**src/rtl/as6s_ecc_scrub_ctrl_if.sv**
```systemverilog
// Buffer-side port bundle of the ECC scrub engine: read/write request-grant,
// shared address, write-back data, and the aligned read data plus ECC flags.
interface as6s_ecc_scrub_ctrl_if #(
    parameter int ADDR_WIDTH = 11,
    parameter int DATA_WIDTH = 128
);
    logic                  rd_req;
    logic                  rd_gnt;
    logic                  wr_req;
    logic                  wr_gnt;
    logic [ADDR_WIDTH-1:0] scrub_addr;
    logic [DATA_WIDTH-1:0] scrub_wdata;
    logic [DATA_WIDTH-1:0] QB_F;
    logic                  SINGLE_ERR_B;
    logic                  DOUBLE_ERR_B;
    logic                  ECC_FAULT_B;

    // Scrub engine side
    modport master (
        output rd_req, wr_req, scrub_addr, scrub_wdata,
        input  rd_gnt, wr_gnt, QB_F, SINGLE_ERR_B, DOUBLE_ERR_B, ECC_FAULT_B
    );

    // Buffer / arbiter side
    modport slave (
        input  rd_req, wr_req, scrub_addr, scrub_wdata,
        output rd_gnt, wr_gnt, QB_F, SINGLE_ERR_B, DOUBLE_ERR_B, ECC_FAULT_B
    );
endinterface

```
**src/rtl/as6s_ecc_scrub_ctrl.sv**
```systemverilog
// Background ECC scrub engine: sweeps every buffer address, reads it, counts
// single/double-bit errors and faults, and (optionally) writes corrected data
// back for single-bit errors.
// Optional feature macro: AS6S_ECC_SCRUB_WB_EN enables the write-back path and
// the host-write hazard snoop; without it single-bit errors are only counted.
module as6s_ecc_scrub_ctrl #(
    parameter int ADDR_WIDTH = 11,
    parameter int DATA_WIDTH = 128,
    parameter int RD_LAT     = 2,
    parameter int CNT_WIDTH  = 16
) (
    input  logic                  clk,
    input  logic                  rst,
    input  logic                  scrub_en,
    input  logic [15:0]           interval_cfg,
    input  logic                  cnt_clr,
    as6s_ecc_scrub_ctrl_if.master bus,
    input  logic                  host_wr_cs,
    input  logic                  host_wr_we,
    input  logic [ADDR_WIDTH-1:0] host_wr_addr,
    output logic [CNT_WIDTH-1:0]  sbe_cnt,
    output logic [CNT_WIDTH-1:0]  dbe_cnt,
    output logic [ADDR_WIDTH-1:0] last_dbe_addr,
    output logic                  fault_sticky,
    output logic                  dbe_irq,
    output logic                  sweep_done,
    output logic                  busy
);

    // RD_WAIT countdown preload; RD_WAIT lasts RD_LAT-1 cycles
    localparam int WAIT_CYC = (RD_LAT > 1) ? RD_LAT - 2 : 0;

    typedef enum logic [2:0] {
        IDLE    = 3'd0,
        GAP     = 3'd1,
        RD_REQ  = 3'd2,
        RD_WAIT = 3'd3,
        CHECK   = 3'd4
`ifdef AS6S_ECC_SCRUB_WB_EN
        , WB_REQ = 3'd5
`endif
    } state_t;

    state_t                state_q, state_d;
    logic [7:0]            wait_cnt_q;
    logic [15:0]           gap_cnt_q;
    logic [ADDR_WIDTH-1:0] addr_q;
    logic [ADDR_WIDTH-1:0] last_dbe_q;
    logic [CNT_WIDTH-1:0]  sbe_q;
    logic [CNT_WIDTH-1:0]  dbe_q;
    logic                  fault_q;
    logic                  irq_q;
    logic                  done_q;
    logic                  busy_q;
    logic                  rd_req_q;
    logic                  issue;
    logic                  complete;
    logic                  sbe_hit;
    logic                  dbe_hit;

`ifdef AS6S_ECC_SCRUB_WB_EN
    logic                  wr_req_q;
    logic [DATA_WIDTH-1:0] wdata_q;
    logic                  cancel_q;
    logic                  hazard;

    assign hazard = host_wr_cs & host_wr_we & (host_wr_addr == addr_q);
`else
    logic unused_inputs;
    assign unused_inputs = ^{host_wr_cs, host_wr_we, host_wr_addr, bus.wr_gnt, bus.QB_F};
`endif

    // Saturating counter step; a clear coinciding with an increment yields 1
    function automatic logic [CNT_WIDTH-1:0] cnt_next(input logic [CNT_WIDTH-1:0] cur,
                                                      input logic inc, input logic clr);
        if (clr)
            return inc ? CNT_WIDTH'(1) : '0;
        if (inc && (cur != '1))
            return cur + CNT_WIDTH'(1);
        return cur;
    endfunction

    // Next-state decode; address completion overrides the per-state target
    always_comb begin
        state_d  = state_q;
        issue    = 1'b0;
        complete = 1'b0;
        sbe_hit  = (state_q == CHECK) & bus.SINGLE_ERR_B & ~bus.DOUBLE_ERR_B & ~bus.ECC_FAULT_B;
        dbe_hit  = (state_q == CHECK) & (bus.DOUBLE_ERR_B | bus.ECC_FAULT_B);
        case (state_q)
            IDLE:    if (scrub_en) state_d = RD_REQ;
            GAP: begin
                if (!scrub_en)              state_d = IDLE;
                else if (gap_cnt_q == '0)   state_d = RD_REQ;
            end
            RD_REQ: begin
                if (bus.rd_gnt) begin
                    issue   = 1'b1;
                    state_d = (RD_LAT > 1) ? RD_WAIT : CHECK;
                end else if (!scrub_en) begin
                    state_d = IDLE;
                end
            end
            RD_WAIT: if (wait_cnt_q == '0) state_d = CHECK;
            CHECK: begin
`ifdef AS6S_ECC_SCRUB_WB_EN
                if (sbe_hit && !cancel_q && !hazard) state_d = WB_REQ;
                else                                 complete = 1'b1;
`else
                complete = 1'b1;
`endif
            end
`ifdef AS6S_ECC_SCRUB_WB_EN
            WB_REQ:  if (bus.wr_gnt || hazard) complete = 1'b1;
`endif
            default: state_d = IDLE;
        endcase
        if (complete)
            state_d = !scrub_en ? IDLE : ((interval_cfg != '0) ? GAP : RD_REQ);
    end

    // State, registered handshake outputs, counters and logging
    always_ff @(posedge clk) begin
        if (rst) begin
            state_q    <= IDLE;
            wait_cnt_q <= '0;
            gap_cnt_q  <= '0;
            addr_q     <= '0;
            last_dbe_q <= '0;
            sbe_q      <= '0;
            dbe_q      <= '0;
            fault_q    <= 1'b0;
            irq_q      <= 1'b0;
            done_q     <= 1'b0;
            busy_q     <= 1'b0;
            rd_req_q   <= 1'b0;
`ifdef AS6S_ECC_SCRUB_WB_EN
            wr_req_q   <= 1'b0;
            wdata_q    <= '0;
            cancel_q   <= 1'b0;
`endif
        end else begin
            state_q  <= state_d;
            rd_req_q <= (state_d == RD_REQ);
            busy_q   <= (state_d != IDLE);
            if (issue)
                wait_cnt_q <= 8'(WAIT_CYC);
            else if ((state_q == RD_WAIT) && (wait_cnt_q != '0))
                wait_cnt_q <= wait_cnt_q - 8'd1;
            if (complete)
                gap_cnt_q <= interval_cfg - 16'd1;
            else if ((state_q == GAP) && (gap_cnt_q != '0))
                gap_cnt_q <= gap_cnt_q - 16'd1;
            if (complete)
                addr_q <= addr_q + ADDR_WIDTH'(1);
            done_q <= complete & (addr_q == '1);
            irq_q  <= dbe_hit;
            if (dbe_hit)
                last_dbe_q <= addr_q;
            sbe_q <= cnt_next(sbe_q, sbe_hit, cnt_clr);
            dbe_q <= cnt_next(dbe_q, dbe_hit, cnt_clr);
            if (dbe_hit && bus.ECC_FAULT_B)
                fault_q <= 1'b1;
            else if (cnt_clr)
                fault_q <= 1'b0;
`ifdef AS6S_ECC_SCRUB_WB_EN
            wr_req_q <= (state_d == WB_REQ);
            if (state_q == CHECK)
                wdata_q <= bus.QB_F;
            // Hazard window opens on the issue cycle itself
            if (issue)
                cancel_q <= hazard;
            else if (hazard)
                cancel_q <= 1'b1;
`endif
        end
    end

    assign bus.rd_req     = rd_req_q;
    assign bus.scrub_addr = addr_q;
`ifdef AS6S_ECC_SCRUB_WB_EN
    assign bus.wr_req      = wr_req_q;
    assign bus.scrub_wdata = wdata_q;
`else
    assign bus.wr_req      = 1'b0;
    assign bus.scrub_wdata = '0;
`endif
    assign sbe_cnt       = sbe_q;
    assign dbe_cnt       = dbe_q;
    assign last_dbe_addr = last_dbe_q;
    assign fault_sticky  = fault_q;
    assign dbe_irq       = irq_q;
    assign sweep_done    = done_q;
    assign busy          = busy_q;

endmodule

```
**src/flat_wrapper.sv**
```systemverilog
// flat-port wrapper written by rule: the top's interface ports become plain ports
module as6s_ecc_scrub_ctrl_flat 
#(
    parameter int ADDR_WIDTH = 11,
    parameter int DATA_WIDTH = 128,
    parameter int RD_LAT     = 2,
    parameter int CNT_WIDTH  = 16
)
  (clk, rst, scrub_en, interval_cfg, cnt_clr, host_wr_cs, host_wr_we, host_wr_addr, sbe_cnt, dbe_cnt, last_dbe_addr, fault_sticky, dbe_irq, sweep_done, busy, bus_rd_req, bus_wr_req, bus_scrub_addr, bus_scrub_wdata, bus_rd_gnt, bus_wr_gnt, bus_QB_F, bus_SINGLE_ERR_B, bus_DOUBLE_ERR_B, bus_ECC_FAULT_B);
  as6s_ecc_scrub_ctrl_if #(.ADDR_WIDTH(ADDR_WIDTH), .DATA_WIDTH(DATA_WIDTH)) bus_i ();
  input  logic clk;
  input  logic rst;
  input  logic scrub_en;
  input  logic [15:0] interval_cfg;
  input  logic cnt_clr;
  input  logic host_wr_cs;
  input  logic host_wr_we;
  input  logic [ADDR_WIDTH-1:0] host_wr_addr;
  output logic [CNT_WIDTH-1:0] sbe_cnt;
  output logic [CNT_WIDTH-1:0] dbe_cnt;
  output logic [ADDR_WIDTH-1:0] last_dbe_addr;
  output logic fault_sticky;
  output logic dbe_irq;
  output logic sweep_done;
  output logic busy;
  output wire logic [$bits(bus_i.rd_req)-1:0] bus_rd_req;
  output wire logic [$bits(bus_i.wr_req)-1:0] bus_wr_req;
  output wire logic [$bits(bus_i.scrub_addr)-1:0] bus_scrub_addr;
  output wire logic [$bits(bus_i.scrub_wdata)-1:0] bus_scrub_wdata;
  input wire logic [$bits(bus_i.rd_gnt)-1:0] bus_rd_gnt;
  input wire logic [$bits(bus_i.wr_gnt)-1:0] bus_wr_gnt;
  input wire logic [$bits(bus_i.QB_F)-1:0] bus_QB_F;
  input wire logic [$bits(bus_i.SINGLE_ERR_B)-1:0] bus_SINGLE_ERR_B;
  input wire logic [$bits(bus_i.DOUBLE_ERR_B)-1:0] bus_DOUBLE_ERR_B;
  input wire logic [$bits(bus_i.ECC_FAULT_B)-1:0] bus_ECC_FAULT_B;
  assign bus_rd_req = bus_i.rd_req;
  assign bus_wr_req = bus_i.wr_req;
  assign bus_scrub_addr = bus_i.scrub_addr;
  assign bus_scrub_wdata = bus_i.scrub_wdata;
  assign bus_i.rd_gnt = bus_rd_gnt;
  assign bus_i.wr_gnt = bus_wr_gnt;
  assign bus_i.QB_F = bus_QB_F;
  assign bus_i.SINGLE_ERR_B = bus_SINGLE_ERR_B;
  assign bus_i.DOUBLE_ERR_B = bus_DOUBLE_ERR_B;
  assign bus_i.ECC_FAULT_B = bus_ECC_FAULT_B;
  as6s_ecc_scrub_ctrl #(.ADDR_WIDTH(ADDR_WIDTH), .DATA_WIDTH(DATA_WIDTH), .RD_LAT(RD_LAT), .CNT_WIDTH(CNT_WIDTH)) u_core (.clk(clk), .rst(rst), .scrub_en(scrub_en), .interval_cfg(interval_cfg), .cnt_clr(cnt_clr), .bus(bus_i), .host_wr_cs(host_wr_cs), .host_wr_we(host_wr_we), .host_wr_addr(host_wr_addr), .sbe_cnt(sbe_cnt), .dbe_cnt(dbe_cnt), .last_dbe_addr(last_dbe_addr), .fault_sticky(fault_sticky), .dbe_irq(dbe_irq), .sweep_done(sweep_done), .busy(busy));
endmodule
```
**config.mk**
```make
export PLATFORM = sky130hd
export DESIGN_NAME = as6s_ecc_scrub_ctrl_flat
export DESIGN_NICKNAME = d
export VERILOG_FILES = /design/src/rtl/as6s_ecc_scrub_ctrl_if.sv /design/src/rtl/as6s_ecc_scrub_ctrl.sv /design/src/flat_wrapper.sv
export SDC_FILE = /design/constraint.sdc
export NUM_CORES = 1
export LEC_CHECK = 0
export ABC_AREA = 0
export ABC_CLOCK_PERIOD_IN_PS = 6700
export BUFFER_PORTS_ARGS = -buffer_cell sky130_fd_sc_hd__clkbuf_2
export CELL_PAD_IN_SITES_DETAIL_PLACEMENT = 1
export CELL_PAD_IN_SITES_GLOBAL_PLACEMENT = 1
export CORE_ASPECT_RATIO = 0.75
export CORE_MARGIN = 8
export CORE_UTILIZATION = 31
export CTS_BUF_LIST = sky130_fd_sc_hd__clkbuf_2 sky130_fd_sc_hd__clkbuf_4 sky130_fd_sc_hd__clkbuf_8
export DETAILED_ROUTE_END_ITERATION = 6
export MAX_ROUTING_LAYER = met4
export PLACE_DENSITY_LB_ADDON = 0.1
export SETUP_SLACK_MARGIN = 0.5
export SLEW_MARGIN = 30
export SYNTH_ARGS = -nofsm -noshare
export SYNTH_HDL_FRONTEND = slang
export SYNTH_SLANG_ARGS = --single-unit
export TNS_END_PERCENT = 50
```
**constraint.sdc**
```tcl
create_clock -name clk -period 6.7 [get_ports clk]
set_input_delay 0.335 -clock clk [delete_from_list [all_inputs] [get_ports clk]]
set_output_delay 0.335 -clock clk [all_outputs]
set_load 0.005 [all_outputs]
```
; Word-level counts from Yosys, hierarchy flattened
; Index checks and enable logic that the tools add are counted.
[op_classes]
n_addsub = 6
n_eq_ne = 8
mux = 35
bitwise = 8
n_reduce_logical = 17
[op_table]
columns = operator, n
row1 = two-way mux 16 bit, 10
row2 = "adder 16 x 1 -> 16 bit, second input constant", 2
row3 = "!= test 16 bit, second input constant", 2
row4 = nonzero test 16 bit, 2
row5 = "subtractor 16 x 1 -> 16 bit, second input constant", 2
row6 = two-way mux 3 bit, 8
row7 = zero test 16 bit, 1
row8 = two-way mux 1 bit, 15
row9 = one-hot mux 3 bit (5 select lines), 1
row10 = "adder 11 x 1 -> 11 bit, second input constant", 1
row11 = "equality test 11 bit, second input constant", 1
row12 = "equality test 3 x 2 -> 1 bit, second input constant", 3
row13 = zero test 8 bit, 1
row14 = nonzero test 2 bit, 4
row15 = nonzero test 8 bit, 1
row16 = "subtractor 8 x 1 -> 8 bit, second input constant", 1
row17 = bitwise AND 1 bit, 5
row18 = logical AND 1 bit, 5
row19 = "equality test 3 x 1 -> 1 bit, second input constant", 1
row20 = "equality test 3 bit, second input constant", 1
row21 = zero test 3 bit, 1
row22 = nonzero test 3 bit, 1
row23 = two-way mux 2 bit, 1
row24 = NOT 1 bit, 2
row25 = other kinds (2), 2
[word_totals]
regBits = 86
in_bits = 166
output_inout_bits = 188
wordCells = 86

; Depth between registers and ports, before layout
; Gate-level depths: netlist of the first run.
[depth]
depth_word = 10
mapped_depth = 10
depth_no_buf = 8

; Least setup slack after synthesis of the first run
; Ideal clock, no wire load.
[synth_timing]
path_kind = register to register
start = register u_core.state_q[2]
end = register u_core.gap_cnt_q[14]
setup_time_ns = 0.086
arrival_ns = 2.647
t_required_ns = 6.614
path_slack_ns = 3.968
stages_incl_launch_ff = 11
n_path_buf = 2
synth_period_minus_slack_ns = 2.732
cell_sequence = dfxtp_1 nor3b_2 clkbuf_1 buf_1 mux2i_1 ha_1 inv_1 a221oi_1 nand2_1 xor2_1 a211oi_1
[synth_via]
elab_chain_len = 3
elab_cells_between_ends = 6
classes_between = eq/ne (2) / mux (2) / reduce/logical (2)
[synth_lines]
columns = item, line_no
row1 = "start, declared", as6s_ecc_scrub_ctrl.sv:44  ; state_t state_q, state_d;
row2 = "start signal, assigned", as6s_ecc_scrub_ctrl.sv:143  ; state_q <= state_d;
row3 = equality test 3 bit or equality test 3 x 1 -> 1 bit (tied branches), "as6s_ecc_scrub_ctrl.sv:90, as6s_ecc_scrub_ctrl.sv:152"
row4 = two-way mux 1 bit or logical AND 1 bit (tied branches), "as6s_ecc_scrub_ctrl.sv:90, as6s_ecc_scrub_ctrl.sv:152"
row5 = two-way mux 16 bit or nonzero test 2 bit (tied branches), -
row6 = "end signal, assigned", as6s_ecc_scrub_ctrl.sv:151  ; gap_cnt_q <= interval_cfg - 16'd1;
row7 = "end signal, assigned", as6s_ecc_scrub_ctrl.sv:153  ; gap_cnt_q <= gap_cnt_q - 16'd1;
row8 = "end, declared", as6s_ecc_scrub_ctrl.sv:46  ; logic [15:0] gap_cnt_q;
; Several ways; a longest one is shown, not always the timed one.
; A chain may end at the register's enable or synchronous reset.

; Final worst setup path of the first run
[layout_timing]
start = register u_core.state_q[0]
end = register u_core.gap_cnt_q[14]
; Same word-level chain as after synthesis.

==> summary by stage, run 1 <==
Run status
The run finished with clean final reports.

Synthesis
The sequential fraction of the synthesis area is 33.2%. The number of different library cells used by synthesis comes to 55. In this run the mean area of a mapped cell was 7.98 um^2.

In the post-synthesis netlist, the biggest area contributors are sky130_fd_sc_hd__dfxtp_1, sky130_fd_sc_hd__buf_4, sky130_fd_sc_hd__nor2_1. The most used flip-flop cell after synthesis is sky130_fd_sc_hd__dfxtp_1. The count of state elements after synthesis is 86.

Synthesis handed over a netlist of 649 instances. After synthesis, the most frequently instantiated cells are sky130_fd_sc_hd__buf_4, sky130_fd_sc_hd__nor2_1, sky130_fd_sc_hd__dfxtp_1. In this run, synthesis inferred 0 flip-flops with an integrated enable. After synthesis, the largest area contributor takes up 33.2% of total cell area.

In the synthesized netlist the async set-or-reset flop fraction comes to 0%. The mapped cell area is 0.00518 mm^2. The number of warnings reported in the yosys synthesis log is 0. The cell type with the largest total area after synthesis is sky130_fd_sc_hd__dfxtp_1. The dominant cell by count in the synthesized netlist is sky130_fd_sc_hd__buf_4.

Routing
In the final routed layout, each cell accounts on average for 15.7 um. For this run, design rule violations remaining after detail routing come to 0. Using the TritonRoute via totals, the vias-per-cell ratio works out to 4.56. The count of nets left with antenna violations once routing finished came out at 0. The total number of vias is 4317. After the first detailed-routing iteration, the DRC count stood at 167. The number of iterations in the first detailed-routing pass is 4. After detailed routing, the total wire length is 14900 um.

Clock network
The clock net in this run drives a total of 86 sinks. Post-CTS repair changed the size of 0 cells. The deepest clock path buffer count is 2. The clock insertion delay at the later pin of the skew report is 370 ps. The number of levels in the clock H-tree is 3.

TritonCTS built the clock tree. TritonCTS created 9 clock buffers. The root buffer cell chosen for the clock tree is sky130_fd_sc_hd__clkbuf_8. The setup fix buffers added after clock tree synthesis is 0. The clock slew seen by the registers of the worst setup and hold paths is 90 ps. For this design, the CTS-stage hold fixing added 0 buffers.

Worst setup path
The critical path start-end classification is reg2reg. The worst setup path is launched from a flip-flop. The required time reported for the critical path endpoint is 6980 ps. The worst-path maximum fanout is 26. STA classifies the critical path endpoint as a flip-flop. The worst setup slack for register-to-register paths is 4080 ps.

For the worst setup path, the data arrival time is 2900 ps.

Layout
The final cell count without fillers is 946. From synthesis to final layout, the design area changed by 6.33%. Cells with a size suffix above 1 make up 14.8% of the layout.

The final layout contains 898 nets. The diode insertion count for antenna repair is 0.

Timing
Hold is met by 241 ps. The total negative setup slack is 0 ps. The number of hold-slack violations in the final timing report is 0. Headroom to the max-slew limit came out at 44.6%. The achievable clock frequency is 382 MHz. The smallest clock period supported by the final layout is computed as 2620 ps.

At the pin with the least slew margin, the transition time is 827 ps. The setup clock skew after layout is 15.4 ps. Setup slack on the critical path of the routed design comes to 4080 ps. Setup violations remaining at the end of the flow were counted as 0.

Setup repair after global routing left no endpoint under its margin. The max-slew violation count was 0. In the finished design, the share of the clock period the worst path needs comes to 39.1%.

Place
After legalization and detailed placement, the total HPWL measured 11500 um. The total of buffers placed on input and output ports is 82. Including well taps, the total number of placed cells is 930. The congestion estimate from routability-driven global placement came to 0.798. OpenSTA, run right after detailed placement, puts the worst setup slack at 4030 ps.

Global routing
The number of global-route vias before repair is 4457. The global-route wire length before repair is 23300 um. The number of antenna violations at the first check in global routing is 0. The global-route usage over all layers is 14.1%. The global-route congestion overflow total is 0. Entering global routing, the biggest net connects 52 pins.

Power and ir drop
The peak supply drop is 0.0764 mV. The design draws 0.979 mW. For this design the ratio of total power to cell area is 178 mW/mm^2. The analysis attributes to cell leakage a power of 2.27 nW.

Die
The height of the die is 128 um. The die covers 0.0211 mm^2. The floorplan step defined a core boundary enclosing 0.0166 mm^2. The count of boundary I/O pins is 354. Measured along the x axis, the die boundary spans 165 um. The number of rows in the core area is 41. Once the floorplan was initialized, standard cells occupied 31.3% of the core.

Min path
The path class of the tightest hold or removal check is in2reg.

Flow run
Across the run, the number of max-cap violations was 0.
-- layer usage --
layer	track usage [%]	wire (um)
met1	18.4	7020
met2	21.7	6850
met3	3.24	867
met4	3.44	137
met5	-	0
-- where the power goes --
part | internal, mW | switching, mW
Combinational | 0.0327 | 0.0756
Clock | 0.157 | 0.192
Sequential | 0.516 | 0.00577
-- path summary, 6_finish.rpt --
| path | start | end | depth (start not counted) |
|---|---|---|---|
| setup / recovery | u_core.state_q[0]$_SDFF_PP0_ | u_core.gap_cnt_q[14]$_SDFFE_PP0P_ | 9 |
| setup reg to reg | u_core.state_q[0]$_SDFF_PP0_ | u_core.gap_cnt_q[14]$_SDFFE_PP0P_ | 9 |
| hold reg to reg | u_core.last_dbe_addr[1]$_SDFFE_PP0P_ | u_core.last_dbe_addr[1]$_SDFFE_PP0P_ | 2 |
| hold / removal | interval_cfg[0] | u_core.gap_cnt_q[0]$_SDFFE_PP0P_ | 2 |
-- stage by stage --
stage	instance area, um^2	util, %
detailed placement	5330	32.1
global route	5510	33.2
finish	5510	33.2
floorplan	5660	-
CTS	5510	33.2
global placement	5330	32.1
-- placed cells by master (no fill, tap or decap), types with 5 or more instances in the layout --
| cell type | instances |
|---|---|
| sky130_fd_sc_hd__mux2i_1 | 5 |
| sky130_fd_sc_hd__or3_1 | 9 |
| sky130_fd_sc_hd__nor2_1 | 93 |
| sky130_fd_sc_hd__nor4_1 | 10 |
| sky130_fd_sc_hd__dfxtp_1 | 86 |
| sky130_fd_sc_hd__a21oi_1 | 20 |
| sky130_fd_sc_hd__ha_1 | 6 |
| sky130_fd_sc_hd__or4_1 | 5 |
| sky130_fd_sc_hd__nor3_1 | 18 |
| sky130_fd_sc_hd__nand4_1 | 13 |
| sky130_fd_sc_hd__clkbuf_8 | 10 |
| sky130_fd_sc_hd__clkbuf_2 | 82 |
| sky130_fd_sc_hd__a211oi_1 | 13 |
| sky130_fd_sc_hd__nand2_1 | 65 |
| sky130_fd_sc_hd__o21ai_0 | 10 |
| sky130_fd_sc_hd__and3_1 | 7 |
| sky130_fd_sc_hd__xor2_1 | 38 |
| sky130_fd_sc_hd__nand3_1 | 16 |
| sky130_fd_sc_hd__xnor2_1 | 22 |
| sky130_fd_sc_hd__conb_1 | 129 |
| sky130_fd_sc_hd__a31oi_1 | 7 |
| sky130_fd_sc_hd__inv_1 | 11 |
-- flip-flops by register name, summed over array words and instances (netlist names) --
name and count:
u_core.bus.rd_req 1, u_core.bus.scrub_addr 11, u_core.busy 1, u_core.dbe_cnt 16, u_core.dbe_irq 1, u_core.fault_sticky 1
u_core.gap_cnt_q 16, u_core.last_dbe_addr 11, u_core.sbe_cnt 16, u_core.state_q 3, u_core.sweep_done 1, u_core.wait_cnt_q 8
-- cell families after synthesis --
family	after synthesis	synth area share, %
AOI/OAI and AO/OA	75	9.83
other	1	0.0724
xor gates and xnor gates	60	10.1
and+or+nand+nor	257	23.4
buffers and inverters	159	20.9
muxes	5	0.966
adders and majority gates	6	1.45
DFF	86	33.2
-- layout make-up --
cell class                      instances  area, um^2
Timing Repair Buffer                   86         440
Sequential cell                        86        1720
Clock buffer                           13         160
Multi-Input combinational cell        532        2850
Tap cell                              215         269
Clock inverter                          3        20.0
Inverter                               11        41.3
Fill cell                            2094       11100
-- critical path: stages, from the launching register on --
cell and delay, ps:
sky130_fd_sc_hd__dfxtp_1 420, sky130_fd_sc_hd__nor3b_2 190, sky130_fd_sc_hd__buf_4 320, sky130_fd_sc_hd__mux2i_1 260
sky130_fd_sc_hd__ha_1 270, sky130_fd_sc_hd__inv_1 190, sky130_fd_sc_hd__a221oi_1 350, sky130_fd_sc_hd__nand2_1 120
sky130_fd_sc_hd__xor2_1 180, sky130_fd_sc_hd__a211oi_1 230
Power figures use the tool's default switching activity.
==> run 2, diff against run 1 <==
Settings changed: ABC_CLOCK_PERIOD_IN_PS 6700 to 2150, CORE_UTILIZATION 31 to 26.
Clock period 6.7 ns to 2.15 ns, I/O delays scaled along.
==> run 2 against run 1 <==
- final cell count rose by 11%
- clock skew fell by 3.7 ps
- utilization increased by 0.52 points
- maximum frequency is 30% higher
- global-route usage shrank 1.1 points
- total power rose to 3.3 times the previous value
- largest cell class unchanged
==> summary by stage, run 2 (synthesized netlist as in run 1, its figures left out) <==
Run status
The flow ran to the end, and the final reports show no timing, DRC or antenna violations.

Die
The die span in x is 179 um (+8.3%). The die outline area was 0.0247 mm^2 (+17%). The number of rows in the core area came to 44 (+7.3%). The height of the die is 138 um (+8.0%). The starting density of the core is 26.6% (-4.6 points). The area of the placeable core is 0.0194 mm^2 (+17%). The count of boundary I/O pins is 354 (unchanged).

Routing
The total number of vias is 4638 (+7.4%). The via count normalized by instance count is 4.40 (-3.5%). The post-route antenna net violation count was 0 (unchanged).

The per-cell routed wire length is 15.6 um (-0.96%). The total DRC errors in the routed layout came to 0 (unchanged). The number of design-rule violations left by the first detailed-router iteration is 143 (-14%).

The final routed wirelength across all metal layers is 16400 um (+10%). The number of iterations in the first detailed-routing pass is 4 (unchanged).

Clock network
The cell chosen for the clock root is sky130_fd_sc_hd__clkbuf_8. The deepest clock path buffer count was 2 (unchanged). The clock slew seen by the registers of the worst setup and hold paths is 90 ps (about the same). The CTS buffer count was 9 (unchanged). The number of levels in the clock H-tree is 3 (unchanged). The clock insertion delay at the later pin of the skew report is 380 ps (about the same). The sink count of the clock tree came to 86 (unchanged).

TritonCTS built the clock tree.

Flow run
The total of max-cap violations is 0 (unchanged).

Timing
The ratio of final minimum period to clock period is 93.6% (+55 points). The number of hold-slack violations in the final timing report is 0 (unchanged). The achievable clock frequency is 497 MHz (+30%). The final number of setup-violating endpoints is 0 (unchanged).

The setup clock skew after layout is 11.7 ps (-3.74 ps). The clock period minus worst slack is 2010 ps (-607 ps). The max-slew violation count is 0 (unchanged). The actual transition at the worst max-transition pin is 638 ps (-189 ps).

Setup repair after global routing could not meet its margin everywhere. The worst-case headroom to the max-slew limit is 57.5% (+13 points).

Worst setup path
The critical path startpoint is u_core.state_q[1]$_SDFF_PP0_. The category of cells accounting for the largest share of critical-path delay is flip-flops. The largest individual stage delay along the critical path comes from the cell sky130_fd_sc_hd__dfxtp_4.

The worst-path maximum fanout is 7 (-73%). The worst setup path is captured at a flip-flop. Walking the worst path, the cells encountered are nor3b_4 -> buf_6 -> mux2i_2 -> ha_2 -> inv_4 -> a221o_1 -> xnor2_1 -> nor2_1 -> a211oi_2.

The required time reported for the critical path endpoint was 2410 ps (-4570 ps). The delay of the slowest critical-path stage is 370 ps (-50 ps). STA classifies the critical path startpoint as a flip-flop. The startpoint identified for the worst register-to-register timing path is u_core.state_q[1]$_SDFF_PP0_.

The critical path start-end classification is reg2reg. The critical path data arrival time came to 2280 ps (-620 ps). The number of buffer and inverter instances along the worst setup path is 2 (unchanged).

Layout
The post-route standard cell area excluding fillers was 0.00656 mm^2 (+19%). The share of final-layout standard cells stronger than drive strength 1 is 30.3% (+16 points). In the layout the commonest cells are sky130_fd_sc_hd__conb_1, sky130_fd_sc_hd__nor2_1, sky130_fd_sc_hd__clkbuf_2. The final cell count without fillers is 1053 (+11%). The count of fill cells added during filler insertion is 2380 (+14%). Leaving out fill and tap cells, the most frequent cell in the layout is sky130_fd_sc_hd__conb_1. The post-layout net count is 965 (+7.5%).

Relative to the synthesized area, the layout overhead comes to 26.7%.

Min path
The kind of path behind the tightest hold check is in2reg. The startpoint identified for the worst hold timing path is interval_cfg[13].

Place
The cell total after placement is 1003 (+7.8%). The area of placed instances is 0.00575 mm^2 (+8.0%). The global placer's final weighted congestion is 0.788 (-1.2%).

The total of buffers placed on input and output ports is 82 (unchanged). The half-perimeter wire length after detailed placement came to 12500 um (+8.3%).

Global routing
The global-route usage over all layers is 13.0% (-1.1 points). The global-route wire length before repair is 25300 um (+9.0%). The number of antenna violations at the first check in global routing came to 2 (+2).

The maximum number of pins on one net before global-route repair was 51 (-1.9%). The global-route congestion overflow total was 0 (unchanged). The number of global-route vias before repair is 4888 (+9.7%).

Power and ir drop
The power density normalized to cell area came to 500 mW/mm^2 (+180%). The peak supply drop is 0.228 mV (+200%). The leakage power is 2.73 nW (+20%).
==> run 2: cell count changes in the layout (fill, tap and decap cells not counted), moves of 5 or more <==
| cell | change |
|---|---|
| sky130_fd_sc_hd__nand2_1 | -5 |
| sky130_fd_sc_hd__nor3_1 | -5 |
| sky130_fd_sc_hd__buf_6 | +10 |
| sky130_fd_sc_hd__nand2_2 | +5 |
| sky130_fd_sc_hd__nor4_1 | -5 |
| sky130_fd_sc_hd__dfxtp_2 | +11 |
| sky130_fd_sc_hd__dfxtp_1 | -16 |
| sky130_fd_sc_hd__nor2_1 | -5 |
| sky130_fd_sc_hd__dfxtp_4 | +5 |
| sky130_fd_sc_hd__buf_4 | +52 |
| sky130_fd_sc_hd__a21oi_1 | -6 |
| sky130_fd_sc_hd__a21oi_2 | +5 |
==> run 2: layout make-up <==
cell class	instances	area (um^2)	area share, %
diodes	2	5.00	0.0763
multi-input cells	533	3220	49.1
inverters	11	43.8	0.668
clock inverters	6	71.3	1.09
repair buffers	152	1010	15.4
well taps	253	317	4.83
flip-flops and latches	86	1750	26.7
clock buffers	10	138	2.10
==> run 2: where the power goes <==
part | internal, mW | switching [mW] | total, mW
sequential | 1.60 | 0.0153 | 1.62
combinational | 0.161 | 0.265 | 0.426
clock | 0.575 | 0.657 | 1.23
total | 2.34 | 0.937 | 3.28
==> run 2: repair_timing <==
action / 4_1_cts / 5_1_grt
buffers inserted: 21 / 9
gates resized for setup: 43 / 42
setup endpoints to repair: 68 / 80
hold buffers: 1 / 0
gates cloned: 0 / 1
hold endpoints to repair: 1 / 0
pin swaps: 28 / 16
==> run 2: worst paths after layout <==
path,endpoint,slack [ps],depth (start not counted)
setup / recovery,u_core.gap_cnt_q[12]$_SDFFE_PP0P_,140,9
hold / removal,u_core.gap_cnt_q[13]$_SDFFE_PP0P_,30,3
setup reg to reg,u_core.gap_cnt_q[12]$_SDFFE_PP0P_,140,9
hold reg to reg,u_core.last_dbe_addr[5]$_SDFFE_PP0P_,460,2
==> run 2: through the flow <==
step	hold WS (ps)	worst slack [ps]	total power, mW	setup TNS (ps)	util (%)
2_1_floorplan	177	-47.9	2.07	-128	-
3_3_place_gp	391	81.3	2.02	0	29.6
3_5_place_dp	414	49.7	2.03	0	29.6
4_1_cts	2.70	102	3.31	0	32.5
5_1_grt	8.26	-1.69	3.45	-1.69	33.8
6_report	27.8	137	3.28	0	33.8
==> run 2: routing by layer <==
| layer | part of all wire, % | global-route usage [%] | vias up |
|---|---|---|---|
| met5 | 0 | - | - |
| met4 | 0.86 | 3.00 | 0 |
| met3 | 5.2 | 2.99 | 8 |
| met2 | 46 | 20.6 | 129 |
| met1 | 48 | 16.4 | 2261 |
| li1 | - | - | 2240 |
==> run 2: tightest hold or removal path: stages <==
cell                       delay (ps)
sky130_fd_sc_hd__clkbuf_2         100
sky130_fd_sc_hd__nand2_1           60
sky130_fd_sc_hd__a311oi_1          80
